--- config.mk ---
export PLATFORM = sky130hd
export DESIGN_NAME = mem_arbiter
export DESIGN_NICKNAME = d
export VERILOG_FILES = /design/src/rtl/mem_arb_pkg.sv /design/src/rtl/mem_arbiter.sv
export SDC_FILE = /design/constraint.sdc
export NUM_CORES = 1
export LEC_CHECK = 0
export CAP_MARGIN = 10
export CORE_AREA = 3 3 106 108
export CTS_BUF_LIST = sky130_fd_sc_hd__clkbuf_2 sky130_fd_sc_hd__clkbuf_4 sky130_fd_sc_hd__clkbuf_8
export CTS_CLUSTER_SIZE = 12
export DETAILED_ROUTE_END_ITERATION = 12
export DIE_AREA = 0 0 109 111
export HOLD_SLACK_MARGIN = 0.06
export PLACE_DENSITY = 0.6
export SLEW_MARGIN = 20
export SYNTH_ARGS = -nofsm -noshare
export SYNTH_HDL_FRONTEND = slang
export SYNTH_SLANG_ARGS = --single-unit
--- constraint.sdc ---
create_clock -name clk -period 3.19 [get_ports clk]
set_input_delay 0.4785 -clock clk [delete_from_list [all_inputs] [get_ports clk]]
set_output_delay 0.4785 -clock clk [all_outputs]
set_load 0.01 [all_outputs]
--- src/rtl/mem_arb_pkg.sv ---
// Shared types and defaults for the instruction/data memory arbiter.
package mem_arb_pkg;

    typedef enum logic [1:0] {
        IDLE   = 2'd0,
        BUSY_I = 2'd1,
        BUSY_D = 2'd2
    } state_t;

    localparam int STARVE_MAX_DEFAULT = 4;

endpackage

--- src/rtl/mem_arbiter.sv ---
// Two-requester (fetch/data) arbiter onto a single-outstanding memory port.
// Define MEM_ARB_FAIR_EN to add a fetch starvation counter; default is strict data priority.
module mem_arbiter
    import mem_arb_pkg::*;
#(
    parameter int STARVE_MAX = STARVE_MAX_DEFAULT
) (
    input  logic        clk,
    input  logic        reset,

    input  logic        if_req_v,
    input  logic [31:0] if_addr,
    input  logic        if_kill,
    output logic        if_gnt,
    output logic        if_rsp_v,
    output logic [31:0] if_rdata,

    input  logic        d_req_v,
    input  logic        d_we,
    input  logic [31:0] d_addr,
    input  logic [31:0] d_wdata,
    input  logic [3:0]  d_be,
    output logic        d_gnt,
    output logic        d_rsp_v,
    output logic [31:0] d_rdata,

    output logic        m_req_v,
    output logic        m_we,
    output logic [31:0] m_addr,
    output logic [31:0] m_wdata,
    output logic [3:0]  m_be,
    input  logic        m_ready,
    input  logic        m_rsp_v,
    input  logic [31:0] m_rdata
);

    if (STARVE_MAX < 1) begin : g_starve_check
        $error("STARVE_MAX must be at least 1");
    end

    state_t state, state_next;
    logic   kill_q, kill_next;
    logic   sel_i;

`ifdef MEM_ARB_FAIR_EN
    localparam int CNT_W = $clog2(STARVE_MAX + 1);

    logic [CNT_W-1:0] starve_cnt;
    logic             starved;

    assign starved = (starve_cnt == CNT_W'(STARVE_MAX));
    assign sel_i   = if_req_v && (!d_req_v || starved);

    // Counts data wins over a waiting fetch; saturates so fetch keeps priority until served.
    always_ff @(posedge clk) begin
        if (reset) begin
            starve_cnt <= '0;
        end else if (if_gnt) begin
            starve_cnt <= '0;
        end else if (d_gnt && if_req_v && !starved) begin
            starve_cnt <= starve_cnt + 1'b1;
        end
    end
`else
    assign sel_i = if_req_v && !d_req_v;
`endif

    always_ff @(posedge clk) begin
        if (reset) begin
            state  <= IDLE;
            kill_q <= 1'b0;
        end else begin
            state  <= state_next;
            kill_q <= kill_next;
        end
    end

    always_comb begin
        state_next = state;
        kill_next  = kill_q;
        m_req_v    = 1'b0;
        m_we       = 1'b0;
        m_addr     = if_addr;
        m_wdata    = '0;
        m_be       = 4'hF;
        if_gnt     = 1'b0;
        d_gnt      = 1'b0;
        if_rsp_v   = 1'b0;
        d_rsp_v    = 1'b0;
        if_rdata   = m_rdata;
        d_rdata    = m_rdata;

        if (!sel_i) begin
            m_we    = d_we;
            m_addr  = d_addr;
            m_wdata = d_wdata;
            m_be    = d_be;
        end

        if (!reset) begin
            unique case (state)
                IDLE: begin
                    m_req_v = if_req_v | d_req_v;
                    if_gnt  = m_req_v & m_ready & sel_i;
                    d_gnt   = m_req_v & m_ready & ~sel_i;
                    if (if_gnt) begin
                        state_next = BUSY_I;
                        kill_next  = if_kill;
                    end else if (d_gnt) begin
                        state_next = BUSY_D;
                    end
                end
                BUSY_I: begin
                    // A kill arriving alongside the response still discards it.
                    if_rsp_v = m_rsp_v & ~kill_q & ~if_kill;
                    if (m_rsp_v) begin
                        state_next = IDLE;
                        kill_next  = 1'b0;
                    end else if (if_kill) begin
                        kill_next = 1'b1;
                    end
                end
                BUSY_D: begin
                    d_rsp_v = m_rsp_v;
                    if (m_rsp_v) begin
                        state_next = IDLE;
                    end
                end
                default: begin
                    state_next = IDLE;
                    kill_next  = 1'b0;
                end
            endcase
        end
    end

endmodule

==> implementation parameters, run 1 <==
Parameter                              Value

Die
  Area of the die ... 12100 sq um
  Chip Height ... 111 microns
  Placement Rows ... 37
  Area inside the core boundary ... 10300 sq um
  Die Width ... 109 microns
  Boundary Pins ... 278
  Effective utilization at floorplan ... 13.8%

Setup path
  Slowest cell on the critical path ... sky130_fd_sc_hd__clkdlybuf4s50_1
  Max FO, Critical Path ... 36
  Critical path type ... in -> out
  Sort of element at the end of the critical path ... primary output
  CP max stage delay ... 610 ps
  Critical Path Source Type ... primary input
  Required @ worst endpoint ... 2710 ps
  Ordered cell list for the critical path ... clkdlybuf4s50_1 > nand2b_2 > buf_4 > nand2_1 > nand2_1 > clkdlybuf4s50_1
  Crit path arrival time ... 2330 ps

Synthesis
  Syn Area/Cell ... 5.81 sq um
  Cell count after synthesis ... 245
  Sequential-to-total area share from yosys stat ... 4.22%
  Post-synth EDFFs ... 0
  XOR/XNOR share of the synthesized area ... 0%
  Async set-reset flop share out of synthesis ... 0%
  Post-Syn Nets ... 388
  Area contributors post-synth ... sky130_fd_sc_hd__buf_4, sky130_fd_sc_hd__nand2_1, sky130_fd_sc_hd__and2_1
  Number of warning messages in the yosys log ... 0
  Dominant register cell in the synthesized netlist ... sky130_fd_sc_hd__dfxtp_1
  Leading area contributor after synthesis ... sky130_fd_sc_hd__buf_4
  Compound-gate portion of the synthesized area ... 3.43%
  FF+latch count, synth ... 3
  Portion of synthesized cell area occupied by the leading cell type ... 34.3%
  Simple-Gate Fraction of Synth Area ... 49.6%
  Multiplexer share of the synthesized area ... 0%
  Post-synth design cell area ... 1420 sq um
  Ranking of synthesized cells by instance count ... sky130_fd_sc_hd__nand2_1, sky130_fd_sc_hd__buf_4, sky130_fd_sc_hd__and2_1
  Adder and majority cell fraction of the synthesized area ... 2.64%
  Count of distinct cell types in the synthesized netlist ... 24
  Most instantiated library cell after synthesis ... sky130_fd_sc_hd__nand2_1
  Dominant combinational cell family by area after synthesis ... simple AND/OR/NAND/NOR gates

Cells and area
  Filler cell count in the final layout ... 1089
  Fraction of layout cells with a size suffix above 1 ... 3.08%
  Number of nets in the final layout ... 501
  Post-route design area ... 2940 sq um
  Non-filler instance count after layout ... 493
  Area growth, synth to finish ... 107%
  Antenna Cells ... 0

Place
  Placed cell area ... 2890 sq um
  Placement Setup Slack ... 365 ps
  Port Buffer Count ... 181
  Final RePlAce weighted congestion ... 0.755
  Number of instances in the placed design ... 489
  HPWL after detailed placement ... 4830 microns

Clock tree
  Clk pin slew, worst setup/hold paths ... 30 ps
  Clock tree from TritonCTS ... yes
  Max clock buf depth ... 2
  Post-CTS setup-driven buffer insertion count ... 0
  Number of gates resized after CTS ... 0
  Insertion delay to the later sink of the worst-skew pair ... 220 ps
  H-tree lvl count ... 1
  Cell at the root of the clock tree ... sky130_fd_sc_hd__clkbuf_8
  Number of buffers inserted for hold repair after clock tree synthesis ... 0
  Clock sink count ... 3
  Cts bufs inserted ... 3

GRT
  Number of global-route vias before repair ... 1782
  Antenna violations before repair ... 0
  Pin count of the biggest net entering global routing ... 37
  First-pass GRT wire length ... 8340 microns
  Remaining Overflow, GRT ... 0
  GRT Overall Usage ... 8.43%

Timing
  Maximum clock frequency ... 0.356 GHz
  Worst Clk Skew ... 5.55 ps
  Slew headroom ... 78.3%
  Final slew viol count ... 0
  Fin. Hold Viols ... 0
  Final WS setup ... 378 ps
  RSZ-0062 raised after global routing ... false
  Final period utilization ... 88.2%
  Slew at the pin closest to its max-slew limit ... 325 ps
  Final total negative setup slack ... 0 ps
  Time the final worst path needs with I/O delays and setup ... 2810 ps
  Endpoints failing setup ... 0

Drt
  Antenna viol nets, final ... 0
  Iter 0 DRT Violations ... 46
  Total wire length after detailed routing ... 5830 microns
  Post-route DRC violation count ... 0
  Wirelength per Cell ... 11.8 microns
  Number of vias in the routed layout ... 1831
  Via/cell ratio ... 3.71
  Router iterations before antenna repair ... 5

Power
  Worst IR Drop VDD ... 0.000100 V
  Power Dens Cells ... 194 nW/um^2
  P_leak ... 1.24 nW

Job
  Maximum Capacitance Violations ... 0

Min path
  HP Class ... reg -> reg

Outcome
  Run status ... finished, final reports clean
registers in the layout, summed over array words and instances (netlist names):
register / flops
kill_q: 1
state: 2
final cells by class:
cell class	count	area [sq um]	share of cell area, %
inverters	5	18.8	0.638
multi-input cells	161	797	27.1
clock buffers	4	48.8	1.66
well taps	136	170	5.78
flip-flops and latches	3	60.1	2.04
repair buffers	184	1850	62.8
routing by layer:
layer / global-route usage (%) / part of all wire, % / routed length [microns]
met1: 8.17 / 33 / 1940
met2: 15.7 / 50 / 2890
met3: 2.21 / 13 / 756
met4: 4.71 / 4.0 / 234
met5: 0 / 0 / 0
logic make-up (layout without fill, tap and decap cells):
kind of cell | after synthesis | count (layout)
AOI/OAI and AO/OA | 6 | 6
buffers and inverters | 81 | 193
DFF | 3 | 3
adders and majority gates | 3 | 3
and+or+nand+nor | 152 | 152
power breakdown:
part           internal [mW]  leakage [nW]  switching [mW]
Sequential            0.0406        0.0245         0.00179
Clock                 0.0940        0.0262          0.0288
Combinational          0.265          1.19           0.140
critical path: cells and delay by family:
family                 cells  cell delay [ps]
buffers and inverters      3             1440
AND/OR/NAND/NOR            3              390
placed cells by master (no fill, tap or decap), types with 2 or more instances in the layout:
cell                              synthesis  layout
sky130_fd_sc_hd__clkdlybuf4s50_1          0     181
sky130_fd_sc_hd__nand2_1                 99      99
sky130_fd_sc_hd__and2_1                  33      33
sky130_fd_sc_hd__nand2b_1                 7       6
sky130_fd_sc_hd__inv_1                    5       5
sky130_fd_sc_hd__nor2_1                   4       4
sky130_fd_sc_hd__nand3_1                  3       3
sky130_fd_sc_hd__ha_1                     3       3
sky130_fd_sc_hd__clkbuf_8                 0       3
sky130_fd_sc_hd__dfxtp_1                  3       3
sky130_fd_sc_hd__buf_4                   65       2
stage by stage:
step,util [%],hold WS [ps],power (mW)
2_1_floorplan,-,442,0.256
3_3_place_gp,28.0,458,0.449
3_5_place_dp,28.0,466,0.450
4_1_cts,28.5,472,0.576
5_1_grt,28.5,501,0.606
6_report,28.5,474,0.571
worst paths after layout:
path                                from         end  slack (ps)  cells after the start
worst max-delay path             d_req_v  m_addr[12]         380                      6
worst min-delay path              kill_q      kill_q         470                      2
worst max register to register  state[0]    state[1]        1860                      5
worst min register to register    kill_q      kill_q         470                      2
Note: power is estimated with default switching activity, not from simulation.
==> run 2, diff against run 1 <==
TNS_END_PERCENT = 1   (was default)
==> results of run 2 <==
No change in the layout: final DEF, timing and power equal those of run 1.
==> run 3, diff against run 2 <==
SLEW_MARGIN = default   (was 20)
==> results of run 3 <==
No change in the layout: final DEF, timing and power equal those of run 1.
